### config.mk
export PLATFORM = sky130hd
export DESIGN_NAME = td4_prog_loader_flat
export DESIGN_NICKNAME = d
export VERILOG_FILES = /design/src/rtl/td4_prog_loader_if.sv /design/src/rtl/td4_prog_loader.sv /design/src/flat_wrapper.sv
export SDC_FILE = /design/constraint.sdc
export NUM_CORES = 1
export LEC_CHECK = 0
export CAP_MARGIN = 20
export CELL_PAD_IN_SITES_DETAIL_PLACEMENT = 0
export CELL_PAD_IN_SITES_GLOBAL_PLACEMENT = 2
export CORE_ASPECT_RATIO = 0.6
export CORE_MARGIN = 2
export CORE_UTILIZATION = 49
export CTS_CLUSTER_SIZE = 16
export DETAILED_ROUTE_END_ITERATION = 10
export PLACE_DENSITY = 0.88
export SYNTH_ARGS = -nofsm -noshare
export SYNTH_HDL_FRONTEND = slang
export SYNTH_SLANG_ARGS = --single-unit
### constraint.sdc
create_clock -name clk -period 4.4 [get_ports clk]
set_input_delay 0.66 -clock clk [delete_from_list [all_inputs] [get_ports clk]]
set_output_delay 0.66 -clock clk [all_outputs]
set_load 0.02 [all_outputs]
### src/rtl/td4_prog_loader_if.sv
// Serial load link and CPU fetch port of the TD4 program loader.
// master = host/CPU side, slave = loader.
interface td4_prog_loader_if #(
   parameter int ADDR_W = 4,
   parameter int DATA_W = 8
);
   logic              start;
   logic              ser_valid;
   logic              sdi;
   logic [ADDR_W-1:0] cpu_addr;
   logic [DATA_W-1:0] cpu_data;
   logic              cpu_rst_n;
   logic              busy;
   logic              done;
   logic [ADDR_W-1:0] wr_addr;
   logic              err;

   modport master (
      output start, ser_valid, sdi, cpu_addr,
      input  cpu_data, cpu_rst_n, busy, done, wr_addr, err
   );

   modport slave (
      input  start, ser_valid, sdi, cpu_addr,
      output cpu_data, cpu_rst_n, busy, done, wr_addr, err
   );
endinterface

### src/rtl/td4_prog_loader.sv
// TD4 program memory: bit-serial MSB-first loader plus CPU fetch port.
// Define TD4_LOADER_CHECKSUM_EN to add a trailing checksum byte (CHK).
module td4_prog_loader #(
   parameter int ADDR_W = 4,
   parameter int DATA_W = 8
) (
   input logic              clk,
   input logic              rst,
   td4_prog_loader_if.slave bus
);
   localparam int DEPTH = 2**ADDR_W;
   localparam int CNT_W = $clog2(DATA_W);
   localparam logic [CNT_W-1:0] LAST_BIT = CNT_W'(DATA_W-1);
   localparam logic [ADDR_W-1:0] LAST_ADDR = '1;

`ifdef TD4_LOADER_CHECKSUM_EN
   typedef enum logic [1:0] {IDLE, LOAD, CHK, DONE} state_t;
   localparam state_t AFTER_IMG = CHK;
`else
   typedef enum logic [1:0] {IDLE, LOAD, DONE} state_t;
   localparam state_t AFTER_IMG = DONE;
`endif

   state_t state, state_nxt;

   logic [DATA_W-1:0] mem [DEPTH];
   logic [DATA_W-1:0] shift;
   logic [CNT_W-1:0]  bit_cnt;
   logic [ADDR_W-1:0] wr_addr;
   logic [DATA_W-1:0] rx_byte;
   logic              busy;
   logic              done;
   logic              cpu_rls;
   logic              shifting;
   logic              byte_end;
   logic              wr_en;
   logic              img_end;

   // start wins over a coincident bit, which is dropped
   assign rx_byte  = {shift[DATA_W-2:0], bus.sdi};
   assign shifting = busy && bus.ser_valid && !bus.start;
   assign byte_end = shifting && (bit_cnt == LAST_BIT);
   assign wr_en    = byte_end && (state == LOAD);
   assign img_end  = wr_en && (wr_addr == LAST_ADDR);

`ifdef TD4_LOADER_CHECKSUM_EN
   logic [DATA_W-1:0] sum;
   logic              err;
   logic              chk_ok;

   assign chk_ok = (rx_byte == sum);
`endif

   always_ff @(posedge clk or negedge rst) begin
      if (!rst) state <= IDLE;
      else      state <= state_nxt;
   end

   always_comb begin
      state_nxt = state;
      if (bus.start) begin
         state_nxt = LOAD;
      end else begin
         unique case (state)
            LOAD: if (img_end) state_nxt = AFTER_IMG;
`ifdef TD4_LOADER_CHECKSUM_EN
            CHK:  if (byte_end) state_nxt = chk_ok ? DONE : IDLE;
`endif
            default: ;
         endcase
      end
   end

   always_comb begin
      busy    = 1'b0;
      done    = 1'b0;
      cpu_rls = 1'b0;
      unique case (state)
         LOAD: busy = 1'b1;
`ifdef TD4_LOADER_CHECKSUM_EN
         CHK:  busy = 1'b1;
`endif
         DONE: begin
            done    = 1'b1;
            cpu_rls = 1'b1;
         end
         default: ;
      endcase
   end

   always_ff @(posedge clk or negedge rst) begin
      if (!rst) begin
         shift   <= '0;
         bit_cnt <= '0;
         wr_addr <= '0;
      end else if (bus.start) begin
         shift   <= '0;
         bit_cnt <= '0;
         wr_addr <= '0;
      end else if (shifting) begin
         shift   <= rx_byte;
         bit_cnt <= byte_end ? '0 : bit_cnt + 1'b1;
         if (wr_en) wr_addr <= wr_addr + 1'b1;
      end
   end

   always_ff @(posedge clk or negedge rst) begin
      if (!rst) begin
         for (int i = 0; i < DEPTH; i++) mem[i] <= '0;
      end else if (wr_en) begin
         mem[wr_addr] <= rx_byte;
      end
   end

`ifdef TD4_LOADER_CHECKSUM_EN
   always_ff @(posedge clk or negedge rst) begin
      if (!rst) begin
         sum <= '0;
         err <= 1'b0;
      end else if (bus.start) begin
         sum <= '0;
         err <= 1'b0;
      end else begin
         if (wr_en) sum <= sum + rx_byte;
         if (byte_end && state == CHK && !chk_ok) err <= 1'b1;
      end
   end

   assign bus.err = err;
`else
   assign bus.err = 1'b0;
`endif

   assign bus.cpu_data  = mem[bus.cpu_addr];
   assign bus.cpu_rst_n = cpu_rls;
   assign bus.busy      = busy;
   assign bus.done      = done;
   assign bus.wr_addr   = wr_addr;
endmodule
### src/flat_wrapper.sv
// flat-port wrapper written by rule: the top's interface ports become plain ports
module td4_prog_loader_flat 
#(
   parameter int ADDR_W = 4,
   parameter int DATA_W = 8
)
  (clk, rst, bus_start, bus_ser_valid, bus_sdi, bus_cpu_addr, bus_cpu_data, bus_cpu_rst_n, bus_busy, bus_done, bus_wr_addr, bus_err);
  td4_prog_loader_if #(.ADDR_W(ADDR_W), .DATA_W(DATA_W)) bus_i ();
  input logic clk;
  input logic rst;
  input wire logic [$bits(bus_i.start)-1:0] bus_start;
  input wire logic [$bits(bus_i.ser_valid)-1:0] bus_ser_valid;
  input wire logic [$bits(bus_i.sdi)-1:0] bus_sdi;
  input wire logic [$bits(bus_i.cpu_addr)-1:0] bus_cpu_addr;
  output wire logic [$bits(bus_i.cpu_data)-1:0] bus_cpu_data;
  output wire logic [$bits(bus_i.cpu_rst_n)-1:0] bus_cpu_rst_n;
  output wire logic [$bits(bus_i.busy)-1:0] bus_busy;
  output wire logic [$bits(bus_i.done)-1:0] bus_done;
  output wire logic [$bits(bus_i.wr_addr)-1:0] bus_wr_addr;
  output wire logic [$bits(bus_i.err)-1:0] bus_err;
  assign bus_i.start = bus_start;
  assign bus_i.ser_valid = bus_ser_valid;
  assign bus_i.sdi = bus_sdi;
  assign bus_i.cpu_addr = bus_cpu_addr;
  assign bus_cpu_data = bus_i.cpu_data;
  assign bus_cpu_rst_n = bus_i.cpu_rst_n;
  assign bus_busy = bus_i.busy;
  assign bus_done = bus_i.done;
  assign bus_wr_addr = bus_i.wr_addr;
  assign bus_err = bus_i.err;
  td4_prog_loader #(.ADDR_W(ADDR_W), .DATA_W(DATA_W)) u_core (.clk(clk), .rst(rst), .bus(bus_i));
endmodule
==> results.md <==
* Area growth from synthesis to layout at 13.9%
* Slowest CP cell: clkdlybuf4s50_1
* Final Hold Fails at 0
* Worst-path clk slew at 0.06 ns
* RSZ-0062 raised after global routing: no
* P per Cell Area at 367 nW/um2
* First-pass GRT wire length at 23.5 mm
* DRT antenna net count at 0
* Top delay family on crit path: buffers and inverters
* Pleak at 3.76 nW
* Die Wd at 156 um
* Critical Path Source Type: primary input
* Htree depth at 4
* Most frequent cells in the layout: dfrtp_1, mux2_2, mux4_2
* Register area share after synthesis at 0.532
* Clock Sinks at 144
* Syn Inst Count at 437
* Syn_nets at 452
* Synth Area in Simple Gates at 0.0721
* CTS buffer count at 17
* RD Place Congestion at 0.735
* Vias/cell at 5.91
* TritonRoute pass-1 iters at 5
* Synth Area in Adders at 0.0111
* Outcome: complete, no violations
* Die ar. at 14,800 um2
* Initial Utilization at 0.498
* Cts repair resizes at 0
* Synth unique cells at 32
* Postcts setup bufs at 0
* Least-Margin Pin Slew at 0.811 ns
* PortBufs at 23
* XOR/XNOR Fraction of Synth Area at 0.00129
* Register area at 3600 um2
* Crit Path Max Fanout at 17
* Multi-input gate area at 2990 um2
* Hpwl dp at 9.69 mm
* Critical path class: primary input to output pin
* Post-synthesis mux area share at 0.331
* Worst IR Drop VDD at 0.270 mV
* Die Y-Extent at 95.0 um
* # fillers at 1,017
* Fmax at 280 MHz
* CP bufs+invs at 4
* Initial antenna violation count at 0
* # hold bufs at CTS at 0
* Drt wl/cell at 22.8 um
* Vias in the first global route at 4,092
* # setup viols final at 0
* Average cell area after synthesis at 15.5 um2
* Final wirelength at 14.7 mm
* Clk_lat worst skew at 0.42 ns
* I/O pin cnt at 25
* Pin count of the biggest net entering global routing at 94
* Arrival time worst endpoint at 2.91 ns
* Main combinational cell family by area after synthesis: multiplexers
* Number of DRC markers in iteration 0 at 264
* Yosys warns at 0
* Placed insts at 615
* Worst clock skew at 0.0250 ns
* Total Routing Usage GR at 0.218
* Synthesized flop and latch total at 144
* CTS tree: done
* Drt drc at 0
* Worst EP required at 3.74 ns
* Min-delay worst type: primary input to asynchronous set/reset pin
* Share of cells above drive strength 1 at 0.468
* Vias at 3,822
* Relative slew slack at 0.459
* Setup tns final at 0 ns
* Post-synthesis compound-gate area fraction at 0.0248
* Syn Std Cell Area at 6770 um2
* # diodes at 0
* Min cycle time layout at 3.57 ns
* Crit share post-route at 0.811
* Critical path cell sequence: clkdlybuf4s50_1 > buf_4 > buf_4 > mux4_2 > a22oi_1 > nand2_1 > clkdlybuf4s50_1
* Nets at 474
* Row cnt at 33
* Root Driver: clkbuf_16
* Hold WS at 0.294 ns
* Core region area at 13,600 um2
* CTS Buffer Depth at 2
* Leading cell type in the layout, fill and taps excluded: dfrtp_1
* Fin cells at 647
* # Max-Cap Violations at 0
* Slowest cell delay on critical path at 0.54 ns
* Count of pins over their slew limit at 0
* Remaining global-route overflow at 0
* CP Capture Type: output pin
## per-stage QoR
step / instance area, um2 / utilization / setup slack [ns] / power [mW]
after global routing: 7710 / 0.568 / 0.703 / 2.93
after CTS: 7710 / 0.568 / 0.789 / 2.85
after floorplan: 6770 / - / 1.70 / 1.40
after detailed placement: 7140 / 0.526 / 0.790 / 1.45
after global placement: 7140 / 0.526 / 0.819 / 1.45
final: 7710 / 0.568 / 0.831 / 2.83
## worst reg2reg max path, cell delays in order (launching register included)
cell and delay, ns:
dfrtp_1 0.38, ha_1 0.16, ha_1 0.22, and2_1 0.33
buf_4 0.33, and4_1 0.60, mux2_2 0.41
## state kept, by name, indices dropped and copies added, names as in the netlist
signal	flops
u_core.bit_cnt	3
u_core.bus.wr_addr	4
u_core.mem	128
u_core.shift	7
u_core.state	2
## cells by family after synthesis
family                   Yosys count
multiplexers                     168
flip-flops                       144
AND/OR/NAND/NOR                   56
buffers and inverters             36
AO/OA/AOI/OAI                     25
adder cells (fa/ha/maj)            6
other                              1
XOR/XNOR                           1
## report_power, final
part / leakage, nW / total [mW] / switching (mW) / internal (mW)
combinational: 1.48 / 0.0935 / 0.0641 / 0.0294
sequential: 2.01 / 1.33 / 0.00679 / 1.33
clock: 0.274 / 1.40 / 0.609 / 0.796
total: 3.76 / 2.83 / 0.680 / 2.15
## layer usage
layer  up-vias  global-route usage  wire length (um)
met5         -                   0                 0
met4         0              0.0612               115
met3         8              0.0582               621
met2        58               0.327              6730
met1      2071               0.319              7260
li1       1685                   -                 -
## cell type report
| cell class | count | area share |
|---|---|---|
| inverters | 4 | 0.00195 |
| well taps | 175 | 0.0284 |
| flip-flops and latches | 144 | 0.467 |
| multi-input cells | 257 | 0.387 |
| clock inverters | 15 | 0.0191 |
| repair buffers | 35 | 0.0410 |
| clock buffers | 17 | 0.0552 |
## cells in the mapped netlist
library cell | count | area, um2
ha_1 | 6 | 75.1
a22oi_1 | 16 | 120
nand2_1 | 11 | 41.3
nand4_2 | 2 | 25.0
dfrtp_1 | 144 | 3600
nand3b_1 | 1 | 7.51
or3_1 | 3 | 18.8
conb_1 | 1 | 3.75
nand4b_1 | 1 | 8.76
nand3_1 | 1 | 5.00
nor2b_1 | 3 | 18.8
buf_2 | 9 | 45.0
nand4_4 | 10 | 213
buf_1 | 2 | 7.51
nor2_1 | 12 | 45.0
or3b_2 | 2 | 17.5
and4_1 | 4 | 35.0
and2_1 | 3 | 18.8
mux2_2 | 128 | 1440
a21o_1 | 1 | 7.51
xnor2_1 | 1 | 8.76
nor3b_4 | 1 | 18.8
clkbuf_1 | 16 | 60.1
a21oi_1 | 6 | 30.0
o21ai_0 | 2 | 10.0
buf_4 | 2 | 15.0
mux2i_1 | 8 | 80.1
mux4_2 | 32 | 721
and2b_1 | 2 | 15.0
buf_6 | 2 | 22.5
inv_1 | 4 | 15.0
buf_8 | 1 | 15.0
## final timing paths
kind / start / to / slack (ns) / cells past startpoint
min: rst / u_core.mem[12]$_DFFE_PN0P_ / 0.29 / 1
min in group clk: u_core.mem[3]$_DFFE_PN0P_ / u_core.mem[3]$_DFFE_PN0P_ / 0.50 / 1
min reg2reg: u_core.mem[3]$_DFFE_PN0P_ / u_core.mem[3]$_DFFE_PN0P_ / 0.50 / 1
max in group asynchronous: rst / u_core.mem[72]$_DFFE_PN0P_ / 3.21 / 2
max reg2reg: u_core.bit_cnt[0]$_DFFE_PN0P_ / u_core.mem[88]$_DFFE_PN0P_ / 1.84 / 6
max: bus_cpu_addr[1] / bus_cpu_data[6] / 0.83 / 7
Power figures use the tool's default switching activity.
==> RTL edit (same settings) <==
`ADDR_W` is set to 4 in 3 places; all go to 5.
--- a/src/rtl/td4_prog_loader_if.sv
+++ b/src/rtl/td4_prog_loader_if.sv
@@ -1,7 +1,7 @@
 // Serial load link and CPU fetch port of the TD4 program loader.
 // master = host/CPU side, slave = loader.
 interface td4_prog_loader_if #(
-   parameter int ADDR_W = 4,
+   parameter int ADDR_W = 5,
    parameter int DATA_W = 8
 );
    logic              start;
--- a/src/rtl/td4_prog_loader.sv
+++ b/src/rtl/td4_prog_loader.sv
@@ -1,7 +1,7 @@
 // TD4 program memory: bit-serial MSB-first loader plus CPU fetch port.
 // Define TD4_LOADER_CHECKSUM_EN to add a trailing checksum byte (CHK).
 module td4_prog_loader #(
-   parameter int ADDR_W = 4,
+   parameter int ADDR_W = 5,
    parameter int DATA_W = 8
 ) (
    input logic              clk,
--- a/src/flat_wrapper.sv
+++ b/src/flat_wrapper.sv
@@ -1,7 +1,7 @@
 // flat-port wrapper written by rule: the top's interface ports become plain ports
 module td4_prog_loader_flat 
 #(
-   parameter int ADDR_W = 4,
+   parameter int ADDR_W = 5,
    parameter int DATA_W = 8
 )
   (clk, rst, bus_start, bus_ser_valid, bus_sdi, bus_cpu_addr, bus_cpu_data, bus_cpu_rst_n, bus_busy, bus_done, bus_wr_addr, bus_err);
Ports: changed (resized bus_cpu_addr and bus_wr_addr); port bits go from 25 to 27. No check against the original RTL was run, so the function may have changed too.
==> RTL edit against the unedited design <==
- cell area up 84%
- total power up 74%
- worst setup slack worse by 300 ps
- maximum frequency decreased by 7.7%
- largest power group is now registers
- area after synthesis increased by 86%
- utilization down 0.59 points
- sequential share of layout area rose by 1.4 points
- largest cell class unchanged
- sequential cell count is 129 higher
- wire length rose by 100%
- non-clock buffer count grew 20
- worst hold slack got worse by 150 ps
- clock power is 59% higher
==> RTL edit: results (changes against the unedited design) <==
Critical path
  – Reg2Reg Depth: 3 (-3)
  – Critical path origin: bus_cpu_addr[1]
  – Critical R2R Capture: u_core.mem[179]$_DFFE_PN0P_
  – Crit path capture: bus_cpu_data[3]
  – Crit path DAT: 3210 ps (+300 ps)
  – Reg-to-Reg Start: u_core.state[1]$_DFFE_PN0P_
  – Crit Path Max Fanout: 18 (+1)
  – Reg2Reg Setup Slack: 1570 ps (-270 ps)

Routing
  – DR vias: 7196 (+88%)
  – Drt first-iter violations: 511 (+94%)
  – WL final: 30020 um (+100%)

Synthesis
  – Synth area leaders: dfrtp_1, mux2_2, mux4_2
  – Sequential share of the synthesized area: 54.21% (+0.97 points)
  – Yosys warnings: 0 (unchanged)
  – Distinct cells, synth: 30 (-6.3%)
  – Async SR Flop Fraction: 100.0% (unchanged)
  – Commonest cells post-synth: dfrtp_1, mux2_2, mux4_2
  – Post-Syn Nets: 810 (+79%)
  – Mapped Cells: 793 (+81%)

STA
  – Slew Limit Headroom: 37.17% (-8.8 points)
  – Peak Freq: 0.2587 GHz (-7.7%)
  – Clock Skews: 9.933 ps (-15.03 ps)

Cells and area
  – Largest regs: u_core.mem (256), u_core.shift (7), u_core.bus.wr_addr (5)
  – Post-Layout Cell Count: 1155 (+79%)
  – Ant diodes: 0 (unchanged)
  – Layout cell share with drive strength beyond 1: 50.73% (+3.9 points)
  – Post-layout nets: 825 (+74%)
  – Filler cells: 1919 (+89%)

Placement
  – I/O Buffers: 25 (+8.7%)
  – GP Congestion: 0.7633 (+3.9%)
  – Setup slack at placement: 486.1 ps (-303.9 ps)
  – Placed cell area: 13200 um^2 (+85%)
  – Post-Place Cells: 1103 (+79%)
  – HPWL after DPL: 19130 um (+97%)

Clock network
  – Clk_lat worst skew: 530 ps (+110 ps)
  – H-tree levels: 1 (-3)
  – CTS Buffer Depth: 3 (+1)
  – Cts repair resizes: 0 (unchanged)
  – Total CTS buffers: 26 (+9)

Outcome
  – Status: finished clean

Power and ir drop
  – P_leak: 6.747 nW (+79%)
  – Worst vdd ir: 0.2889 mV (+7.1%)
  – P_int: 3.863 mW (+80%)

Global routing
  – Largest net degree at the start of global routing: 116 (+23%)
  – Vias in the first global route: 7589 (+85%)
  – Global-route wire length before repair: 47020 um (+100%)
  – Global Route Usage Sum: 23.30% (+1.5 points)
  – Initial antenna violation count: 1 (+1)

Hold path
  – HP Class: in2async
## RTL edit: changes by cell type in the layout (fill, tap and decap cells not counted), sizes merged, moves of 9 or more
cell and delta:
mux2 +136, dfrtp +129, mux4 +48, clkbuf +22, buf +19, a22oi -16, nand4 +12, nor2 -10
a21oi +9, inv -9
## RTL edit: worst max-delay path: stages
cell             delay (ps)
buf_4                   270
buf_12                  230
buf_12                  150
mux4_2                  510
mux4_2                  510
mux2_2                  300
clkdlybuf4s50_1         560
## RTL edit: kinds of logic after synthesis
| group | count (synthesis) | synth area share [%] |
|---|---|---|
| AOI/OAI and AO/OA | 18 | 0.7347 |
| xor gates and xnor gates | 1 | 0.06951 |
| adders and majority gates | 7 | 0.6950 |
| buffers and inverters | 72 | 2.512 |
| DFF | 273 | 54.21 |
| muxes | 344 | 37.89 |
| other | 1 | 0.02976 |
| and+or+nand+nor | 77 | 3.862 |
## RTL edit: power groups by stage
stage / Combinational (mW) / Sequential (mW) / Clock, mW
floorplan: 0.0874 / 2.56 / 0
global placement: 0.172 / 2.57 / 0
detailed placement: 0.179 / 2.57 / 0
CTS: 0.179 / 2.52 / 2.27
global route: 0.203 / 2.51 / 2.38
finish: 0.182 / 2.52 / 2.23
## RTL edit: final cells by class
type	count	area (um^2)	share of cell area, %
timing repair buffer	55	655.6	4.616
multi-input combinational	448	5454	38.40
tap	329	411.6	2.898
inverter	4	15.01	0.1057
clock inverter	7	85.08	0.5990
clock buffer	39	750.7	5.285
sequential	273	6832	48.10
## RTL edit: how the worst min path moves through the flow
| stage | slack [ps] | endpoint | from |
|---|---|---|---|
| after floorplan | 360 | u_core.bit_cnt[0]$_DFFE_PN0P_ | rst |
| after global placement | 480 | u_core.mem[90]$_DFFE_PN0P_ | u_core.mem[90]$_DFFE_PN0P_ |
| after detailed placement | 490 | u_core.mem[151]$_DFFE_PN0P_ | u_core.mem[151]$_DFFE_PN0P_ |
| after CTS | 210 | u_core.mem[186]$_DFFE_PN0P_ | rst |
| after global routing | 240 | u_core.mem[186]$_DFFE_PN0P_ | rst |
| final | 150 | u_core.mem[186]$_DFFE_PN0P_ | rst |
## RTL edit: layer usage
metal | vias to the layer above | wire [um] | GRT usage, %
met4 | 0 | 443 | 3.811
met2 | 186 | 13360 | 34.66
li1 | 3024 | - | -
met1 | 3950 | 14440 | 35.88
met3 | 36 | 1775 | 5.120
met5 | - | 0 | 0
